[src/rtl/vx_scoreboard_gate_if.sv]
// Valid/ready decoded-instruction handshake shared by the ibuffer, the
// scoreboard gate and operand fetch.
`ifndef NUM_WARPS
`define NUM_WARPS 4
`endif
`ifndef ISSUE_WIDTH
`define ISSUE_WIDTH 1
`endif
`ifndef ISSUE_WARPS
`define ISSUE_WARPS (`NUM_WARPS / `ISSUE_WIDTH)
`endif
`ifndef NUM_THREADS
`define NUM_THREADS 4
`endif
`ifndef NR_BITS
`define NR_BITS 5
`endif

interface VX_ibuffer_if #(
    parameter int WIS_W      = (`ISSUE_WARPS > 1) ? $clog2(`ISSUE_WARPS) : 1,
    parameter int THREAD_CNT = `NUM_THREADS,
    parameter int REG_BITS   = `NR_BITS
) ();

    typedef struct packed {
        logic [WIS_W-1:0]      wis;
        logic [THREAD_CNT-1:0] tmask;
        logic [31:0]           pc;
        logic [7:0]            op;
        logic                  wb;
        logic [REG_BITS-1:0]   rd;
        logic [REG_BITS-1:0]   rs1;
        logic [REG_BITS-1:0]   rs2;
        logic [REG_BITS-1:0]   rs3;
    } data_t;

    logic  valid;
    data_t data;
    logic  ready;

    modport master (output valid, output data, input ready);
    modport slave  (input valid, input data, output ready);

endinterface

[src/rtl/vx_scoreboard_gate.sv]
// Register scoreboard: holds back instructions whose operands are still being
// written, and issues hazard-free ones through a one-entry registered slice.
`ifndef NUM_WARPS
`define NUM_WARPS 4
`endif
`ifndef ISSUE_WIDTH
`define ISSUE_WIDTH 1
`endif
`ifndef ISSUE_WARPS
`define ISSUE_WARPS (`NUM_WARPS / `ISSUE_WIDTH)
`endif
`ifndef NUM_THREADS
`define NUM_THREADS 4
`endif
`ifndef NR_BITS
`define NR_BITS 5
`endif

module vx_scoreboard_gate #(
    parameter int  ISSUE_WARPS = `ISSUE_WARPS,
    parameter int  THREAD_CNT  = `NUM_THREADS,
    parameter int  STALL_CTR_W = 32,
    localparam int ISSUE_WIS_W = (ISSUE_WARPS > 1) ? $clog2(ISSUE_WARPS) : 1
) (
    input  logic                   clk,
    input  logic                   reset,
    VX_ibuffer_if.slave            ibuffer_in,
    VX_ibuffer_if.master           issue_out,
    input  logic                   wb_valid,
    input  logic [ISSUE_WIS_W-1:0] wb_wis,
    input  logic [`NR_BITS-1:0]    wb_rd,
    output logic [STALL_CTR_W-1:0] stall_count
);

    localparam int NUM_REGS = 1 << `NR_BITS;
    localparam int DATA_W   = ISSUE_WIS_W + THREAD_CNT + 32 + 8 + 1 + 4 * `NR_BITS;
    localparam logic [ISSUE_WIS_W:0] WARPS_LIM = (ISSUE_WIS_W + 1)'(ISSUE_WARPS);

    logic [ISSUE_WIS_W-1:0] in_wis;
    logic                   in_wb;
    logic [`NR_BITS-1:0]    in_rd;
    logic [`NR_BITS-1:0]    in_rs1;
    logic [`NR_BITS-1:0]    in_rs2;
    logic [`NR_BITS-1:0]    in_rs3;

    logic [ISSUE_WARPS-1:0][NUM_REGS-1:0] pending_q;
    logic [ISSUE_WARPS-1:0][NUM_REGS-1:0] pending_d;
    logic [ISSUE_WARPS-1:0][NUM_REGS-1:0] eff_pending;
    logic [NUM_REGS-1:0]                  in_row;

    logic in_wis_ok;
    logic wb_wis_ok;
    logic hazard;
    logic out_free;
    logic in_ready;
    logic accept;

    logic              out_valid_q;
    logic              out_valid_d;
    logic [DATA_W-1:0] out_data_q;
    logic [DATA_W-1:0] out_data_d;

    logic [STALL_CTR_W-1:0] stall_q;
    logic [STALL_CTR_W-1:0] stall_d;

    assign in_wis = ibuffer_in.data.wis;
    assign in_wb  = ibuffer_in.data.wb;
    assign in_rd  = ibuffer_in.data.rd;
    assign in_rs1 = ibuffer_in.data.rs1;
    assign in_rs2 = ibuffer_in.data.rs2;
    assign in_rs3 = ibuffer_in.data.rs3;

    assign in_wis_ok = {1'b0, in_wis} < WARPS_LIM;
    assign wb_wis_ok = {1'b0, wb_wis} < WARPS_LIM;

    // A writeback landing this cycle already counts as released.
    always_comb begin
        eff_pending = pending_q;
        if (wb_valid && wb_wis_ok) begin
            eff_pending[wb_wis][wb_rd] = 1'b0;
        end
    end

    always_comb begin
        in_row = '0;
        if (in_wis_ok) begin
            in_row = eff_pending[in_wis];
        end
        in_row[0] = 1'b0;
        hazard = ibuffer_in.valid
              && (in_row[in_rs1] || in_row[in_rs2] || in_row[in_rs3]
                  || (in_wb && in_row[in_rd]));
    end

    assign out_free         = !out_valid_q || issue_out.ready;
    assign in_ready         = !hazard && out_free;
    assign accept           = ibuffer_in.valid && in_ready;
    assign ibuffer_in.ready = in_ready;

    always_comb begin
        out_valid_d = out_valid_q;
        out_data_d  = out_data_q;
        if (accept) begin
            out_valid_d = 1'b1;
            out_data_d  = ibuffer_in.data;
        end else if (issue_out.ready) begin
            out_valid_d = 1'b0;
        end
    end

    // Starting from the cleared view makes a same-cycle set override the clear.
    always_comb begin
        pending_d = eff_pending;
        if (accept && in_wb && (in_rd != '0) && in_wis_ok) begin
            pending_d[in_wis][in_rd] = 1'b1;
        end
    end

    always_comb begin
        stall_d = stall_q;
        if (hazard && (stall_q != '1)) begin
            stall_d = stall_q + STALL_CTR_W'(1);
        end
    end

    always_ff @(posedge clk or negedge reset) begin
        if (!reset) begin
            pending_q   <= '0;
            out_valid_q <= 1'b0;
            stall_q     <= '0;
        end else begin
            pending_q   <= pending_d;
            out_valid_q <= out_valid_d;
            stall_q     <= stall_d;
        end
    end

    always_ff @(posedge clk) begin
        out_data_q <= out_data_d;
    end

    assign issue_out.valid = out_valid_q;
    assign issue_out.data  = out_data_q;
    assign stall_count     = stall_q;

    wis_in_range: assert property (@(posedge clk) disable iff (!reset)
        ibuffer_in.valid |-> in_wis_ok);

    wb_wis_in_range: assert property (@(posedge clk) disable iff (!reset)
        wb_valid |-> wb_wis_ok);

endmodule

[src/flat_wrapper.sv]
// flat-port wrapper written by rule: the top's interface ports become plain ports
module vx_scoreboard_gate_flat 
#(
    parameter int  ISSUE_WARPS = `ISSUE_WARPS,
    parameter int  THREAD_CNT  = `NUM_THREADS,
    parameter int  STALL_CTR_W = 32,
    localparam int ISSUE_WIS_W = (ISSUE_WARPS > 1) ? $clog2(ISSUE_WARPS) : 1
)
  (clk, reset, wb_valid, wb_wis, wb_rd, stall_count, ibuffer_in_valid, ibuffer_in_data, ibuffer_in_ready, issue_out_valid, issue_out_data, issue_out_ready);
  VX_ibuffer_if #(.WIS_W(2), .THREAD_CNT(THREAD_CNT), .REG_BITS(5)) ibuffer_in_i ();
  VX_ibuffer_if #(.WIS_W(2), .THREAD_CNT(THREAD_CNT), .REG_BITS(5)) issue_out_i ();
  input  logic clk;
  input  logic reset;
  input  logic wb_valid;
  input  logic [ISSUE_WIS_W-1:0] wb_wis;
  input  logic [`NR_BITS-1:0] wb_rd;
  output logic [STALL_CTR_W-1:0] stall_count;
  input wire logic [$bits(ibuffer_in_i.valid)-1:0] ibuffer_in_valid;
  input wire logic [$bits(ibuffer_in_i.data)-1:0] ibuffer_in_data;
  output wire logic [$bits(ibuffer_in_i.ready)-1:0] ibuffer_in_ready;
  output wire logic [$bits(issue_out_i.valid)-1:0] issue_out_valid;
  output wire logic [$bits(issue_out_i.data)-1:0] issue_out_data;
  input wire logic [$bits(issue_out_i.ready)-1:0] issue_out_ready;
  assign ibuffer_in_i.valid = ibuffer_in_valid;
  assign ibuffer_in_i.data = ibuffer_in_data;
  assign ibuffer_in_ready = ibuffer_in_i.ready;
  assign issue_out_valid = issue_out_i.valid;
  assign issue_out_data = issue_out_i.data;
  assign issue_out_i.ready = issue_out_ready;
  vx_scoreboard_gate #(.ISSUE_WARPS(ISSUE_WARPS), .THREAD_CNT(THREAD_CNT), .STALL_CTR_W(STALL_CTR_W)) u_core (.clk(clk), .reset(reset), .ibuffer_in(ibuffer_in_i), .issue_out(issue_out_i), .wb_valid(wb_valid), .wb_wis(wb_wis), .wb_rd(wb_rd), .stall_count(stall_count));
endmodule
[config.mk]
export PLATFORM = sky130hd
export DESIGN_NAME = vx_scoreboard_gate_flat
export DESIGN_NICKNAME = d
export VERILOG_FILES = /design/src/rtl/vx_scoreboard_gate_if.sv /design/src/rtl/vx_scoreboard_gate.sv /design/src/flat_wrapper.sv
export SDC_FILE = /design/constraint.sdc
export NUM_CORES = 1
export LEC_CHECK = 0
export BUFFER_PORTS_ARGS = -buffer_cell sky130_fd_sc_hd__buf_2
export CORE_UTILIZATION = 52
export CTS_CLUSTER_SIZE = 10
export DETAILED_ROUTE_END_ITERATION = 10
export PLACE_DENSITY = 0.74
export SLEW_MARGIN = 10
export SYNTH_ARGS = -nofsm -noshare
export SYNTH_HDL_FRONTEND = slang
export SYNTH_SLANG_ARGS = --single-unit
[constraint.sdc]
create_clock -name clk -period 4.25 [get_ports clk]
set_input_delay 0.425 -clock clk [delete_from_list [all_inputs] [get_ports clk]]
set_output_delay 0.425 -clock clk [all_outputs]
set_load 0.03 [all_outputs]
Yosys cells after proc, flatten, opt, wreduce, memory -nomap -nowiden
Cells that the tools add are included.
- register bits: 228
- output and inout port bits: 101
- logic and storage cells: 64
- add/sub/neg operators: 1
- order comparisons: 11
- equality and inequality tests: 1
- muxes and demuxes: 22
- bitwise operators: 3
- reductions and logical operators: 19
- operators with widths (cell ; count):
    128-bit 2-to-1 mux ; 2
    128-bit AND ; 1
    32-bit demux with 2-bit select ; 2
    128-bit inverter ; 1
    128-bit OR ; 1
    32-bit 2-to-1 mux ; 3
    32-bit binary-select mux with 2-bit select ; 1
    32-bit by 1-bit adder with 32-bit output, second input constant ; 1
    32-bit inequality test, second input constant ; 1
    5-bit by 6-bit < comparator with 1-bit output, second input constant ; 5
    1-bit binary-select mux with 5-bit select ; 4
    1-bit logical AND ; 11
    1-bit demux with 5-bit select ; 2
    5-bit by 1-bit >= comparator with 1-bit output, second input constant ; 2
    1-bit 2-to-1 mux ; 8
    2-bit by 3-bit < comparator with 1-bit output, second input constant ; 2
    5-bit nonzero test ; 1
    2-bit by 1-bit >= comparator with 1-bit output, second input constant ; 2
    1-bit logical OR ; 4
    1-bit zero test ; 2
    2-bit nonzero test ; 1

Depth between registers and ports, before layout
- depth after elaboration: 23
- depth in mapped cells: 15
- depth with buffers taken out: 10

Worst setup path after synthesis
OpenSTA, ideal clock, no wires.
- kind: input port to flip-flop
- start point: input wb_rd[2]
- end point: register u_core.out_data_q[0], in the netlist u_core.issue_out.data[0] (enable)
- library setup time: 0.432 ns
- arrival time: 4.626 ns
- required time: 3.818 ns
- slack: -0.808 ns
- stages: 12
- path buffers: 3
- cells stage by stage: buf_2 -> clkbuf_1 -> or4b_1 -> o21ai_1 -> mux2i_1 -> mux4_2 -> a221oi_1 -> a211oi_1 -> nor4_1 -> and4_4 -> buf_6 -> and2_1
- longest elaborated chain between the ends: 20
- ends and longest elaborated chain (item ; RTL line ; text):
    start: declaration ; flat_wrapper.sv:16 ; input logic [`NR_BITS-1:0] wb_rd;
    5-bit by 6-bit < comparator with 1-bit output (implied by the code) / 5-bit by 1-bit >= comparator with 1-bit output (equally long branches) ; vx_scoreboard_gate.sv:80 ; eff_pending[wb_wis][wb_rd] = 1'b0;
    1-bit logical AND (implied by the code) ; vx_scoreboard_gate.sv:80 ;
    1-bit 2-to-1 mux (implied by the code) ; vx_scoreboard_gate.sv:80 ;
    1-bit demux with 5-bit select * ; n/a ;
    32-bit 2-to-1 mux (implied by the code) * ; vx_scoreboard_gate.sv:80 ;
    32-bit demux with 2-bit select * ; n/a ;
    128-bit inverter (no source line) * ; n/a ;
    128-bit AND (no source line) * ; n/a ;
    [... 4 more ...] ; n/a ;
    1-bit 2-to-1 mux (implied by the code) ; vx_scoreboard_gate.sv:91 ; && (in_row[in_rs1] || in_row[in_rs2] || in_row[in_rs3]
    1-bit logical OR (2 in a row) ; vx_scoreboard_gate.sv:91 ;
    1-bit logical OR * ; vx_scoreboard_gate.sv:92 ; || (in_wb && in_row[in_rd]));
    1-bit logical AND * ; vx_scoreboard_gate.sv:91 ;
    1-bit zero test * ; vx_scoreboard_gate.sv:96 ; assign in_ready = !hazard && out_free;
    1-bit logical AND * ; vx_scoreboard_gate.sv:96 ;
    1-bit logical AND * ; vx_scoreboard_gate.sv:97 ; assign accept = ibuffer_in.valid && in_ready;
    net u_core.accept ; vx_scoreboard_gate.sv:56 ; logic accept;
    end signal: assignment ; vx_scoreboard_gate.sv:139 ; out_data_q <= out_data_d;
    end: declaration ; vx_scoreboard_gate.sv:60 ; logic [DATA_W-1:0] out_data_q;
The timed path passes the listed nets; every way through them passes the cells marked *. The select of a mux whose other input is x is not followed.
A chain may end at the register's enable or synchronous reset.

==> flow_summary_export.csv <==
group,metric,value,unit
floorplanning,coreArea,23400,um^2
hold_path,hp-class,"primary input to asynchronous set/reset pin",
timing,worst_slack,-0.0520,ns
yosys,synth_seq_cells,224,
timing,clock_skew,0.0141,ns
critical_path,required,4.71,ns
placed_design,port_buffers,179,
clock_tree,clock_path_buffers,3,
floorplanning,die_w,156,um
drt,vias_per_cell,6.74,
placed_design,hpwl,32300,um
cells_and_area,final_nets,1509,
clock_tree,cts_num_sinks,224,
critical_path,arrival,4.77,ns
clock_tree,cts_max_level,1,
drt,drt_iter0_drc,1491,
timing,final.period_utilization,101,%
yosys,synth_area,12400,um^2
drt,vias,11900,
critical_path,end_kind,"flop",
drt,firstDrtPassIters,6,
cells_and_area,nFillCells,1876,
yosys,synth_edf_count,67,
timing,min_period,4.30,ns
yosys,synth_top_area_share,31.7,%
cells_and_area,instances_no_fill,1762,
yosys,synth_top_cell_by_area,"dfrtp_1",
critical_path,reg2reg_depth,17,
floorplanning,die_area,24500,um^2
yosys,synth.distinct_cells,81,
yosys,synth-seq-area-share,47.9,%
drt,ant_nets,0,
yosys,yosysWarnings,0,
cells_and_area,post-route-cell-area,15500,um^2
outcome,violations,"negative hold slack, negative setup slack",
clock_tree,worstSkewPairLatency,0.55,ns
clock_tree,clkSlewWorstSetupHoldPaths,0.06,ns
timing,tightest_slew,0.926,ns
clock_tree,cts_root_buffer,"clkbuf_16",
critical_path,crit_fanout,24,
timing,max_freq,232,MHz
floorplanning,start_util,53.0,%
timing,hold_viol_final,24,
critical_path,crit_start,"wb_rd[0]",
floorplanning,dieHeight,156,um
yosys,ys.flop_type,"dfrtp_1",
pwr,finalPower,5.50,mW
critical_path,rrSetupSlack,0.34,ns
critical_path,startpoint_type,"primary input",
global_route,antenna_found_initial,0,
clock_tree,cts_hold_buffers,0,
timing,finalSetupTns,-0.746,ns
drt,wl,44400,um
critical_path,rr_startpoint,"u_core.pending_q[83]",
timing,slew_headroom,38.3,%
placed_design,place_area,14400,um^2
global_route,grt_max_degree,99,
global_route,globalRoute.totalOverflow,0,
global_route,grtUsageTotal,36.0,%
floorplanning,rows,56,
global_route,grt_pass1_wl,66500,um
pwr,pwr_density_cell,355,nW/um^2
critical_path,r2r_end,"u_core.stall_count[8]",
pwr,peakVddDrop,0.000329,V
yosys,synthesis.nets,1242,
cells_and_area,drive_gt1_share,32.0,%
yosys,ys_top_cells_by_area,"dfrtp_1, edfxtp_1, mux4_2, o21ai_0, o21ai_1",
drt,wl_per_cell,25.2,um
clock_tree,cts_buffers,27,
critical_path,worstSetupPathType,"primary input to flop",
cells_and_area,antenna_cells,0,
placed_design,placed_cells,1701,
timing,finalSetupViolations,55,
cells_and_area,syn_to_final_growth,25.0,%
timing,holdWs,-0.0338,ns
timing,drv_slew,0,
drt,drc,0,
critical_path,crit_end,"u_core.pending_q[127]",
floorplanning,ioPinCount,180,
yosys,syn_area_per_cell,10.7,um^2
flow_run,cap_viol_max_count,0,
yosys,async_reset_ff_share,70.1,%
outcome,outcome,"finished with violations",
yosys,synth_cells,1162,
pwr,p_leak,6.35,nW
clock_tree,cts_tree,"built",
global_route,grt_pass1_vias,11100,
placed_design,globalplace.congestion,1.02,
per-stage QoR:
step	util, %	worst slack (ns)
4_1_cts	65.3	0.00270
3_3_place_gp	61.5	-0.173
6_report	66.2	-0.0520
5_1_grt	66.2	-0.0783
3_5_place_dp	61.5	-0.175
2_1_floorplan	-	0.214
cells in the final DEF (no fill, tap or decap), drive strengths merged, types with 10 or more instances in the layout:
cell     count
or4b        12
nand3       36
mux2i       46
and2        11
nand4b      12
mux2        11
mux4        45
nor3        15
buf        318
o21ai      248
o2111ai     11
nand4       34
edfxtp      67
o211ai      14
xnor2       31
nand2b      10
nor2b       10
nand4bb     10
nor4        10
inv         13
dfrtp      157
nor2        43
clkbuf      44
nand2       89
power by group:
group,leakage (nW),switching [mW],total [mW],internal [mW]
registers,2.79,0.0661,2.43,2.36
clock network,0.374,0.857,2.04,1.18
logic,3.19,0.667,1.03,0.366
total,6.35,1.59,5.50,3.91
sequential cells by signal, indices dropped and copies added (netlist names):
register                flops
u_core.stall_count         32
u_core.issue_out.valid      1
u_core.issue_out.data      67
u_core.pending_q          124
worst max-delay path, cell delays in order:
cell	delay [ns]
buf_4	0.19
or4bb_4	0.58
buf_4	0.20
o21ai_2	0.18
mux2i_2	0.15
mux4_2	0.50
a221oi_1	0.27
a211oi_1	0.15
nor4_2	0.36
buf_4	0.18
buf_4	0.10
buf_4	0.09
buf_4	0.09
buf_4	0.09
buf_4	0.09
buf_4	0.09
and4_4	0.33
nand4_1	0.13
buf_4	0.22
clkbuf_16	0.20
o21ai_0	0.17
cells by family (layout without fill, tap and decap cells):
family                   Yosys count  in the layout  synth area share (%)
flip-flops                       224            224                  47.9
multiplexers                     102            102                  12.9
adder cells (fa/ha/maj)            1              1                 0.101
AND/OR/NAND/NOR                  339            339                  15.7
AO/OA/AOI/OAI                    364            364                  17.7
XOR/XNOR                          32             32                  2.26
buffers and inverters            100            381                  3.41
cells in the mapped netlist (15+ instances only):
| cell type | count |
|---|---|
| buf_2 | 26 |
| clkbuf_1 | 51 |
| dfrtp_1 | 157 |
| edfxtp_1 | 67 |
| mux2i_1 | 46 |
| mux4_2 | 45 |
| nand2_1 | 89 |
| nand3_1 | 36 |
| nand4_1 | 32 |
| nor2_1 | 43 |
| nor3_1 | 15 |
| o21ai_0 | 132 |
| o21ai_1 | 116 |
| xnor2_1 | 31 |
worst min path at each step:
stage | slack [ns] | startpoint | endpoint
2_1_floorplan | 0.13 | reset | u_core.issue_out.valid
3_3_place_gp | 0.47 | u_core.pending_q[88] | u_core.pending_q[88]
3_5_place_dp | 0.48 | u_core.pending_q[88] | u_core.pending_q[88]
4_1_cts | 0.008 | reset | u_core.pending_q[52]
5_1_grt | 0.05 | ibuffer_in_data[41] | u_core.issue_out.data[41]
6_report | -0.03 | reset | u_core.pending_q[84]
timing repair:
item,CTS,global route
setup buffers,7,10
gates resized for setup,27,42
cloned,0,1
endpoints found under the setup margin,1,199
pin swaps,2,10
layer usage:
metal / GRT usage, % / share of wire (%)
met1: 50.5 / 40
met2: 54.7 / 44
met3: 7.64 / 12
met4: 14.0 / 4.0
met5: 0 / 0
layout make-up:
type,instances,area [um^2],area share (%)
Multi-Input combinational cell,838,6210,40.1
Sequential cell,224,5940,38.3
Timing Repair Buffer,323,2120,13.7
Clock buffer,39,731,4.72
Tap cell,319,399,2.58
Inverter,15,56.3,0.363
Clock inverter,4,35.0,0.226
No activity file was read; power rests on OpenSTA's default activity.
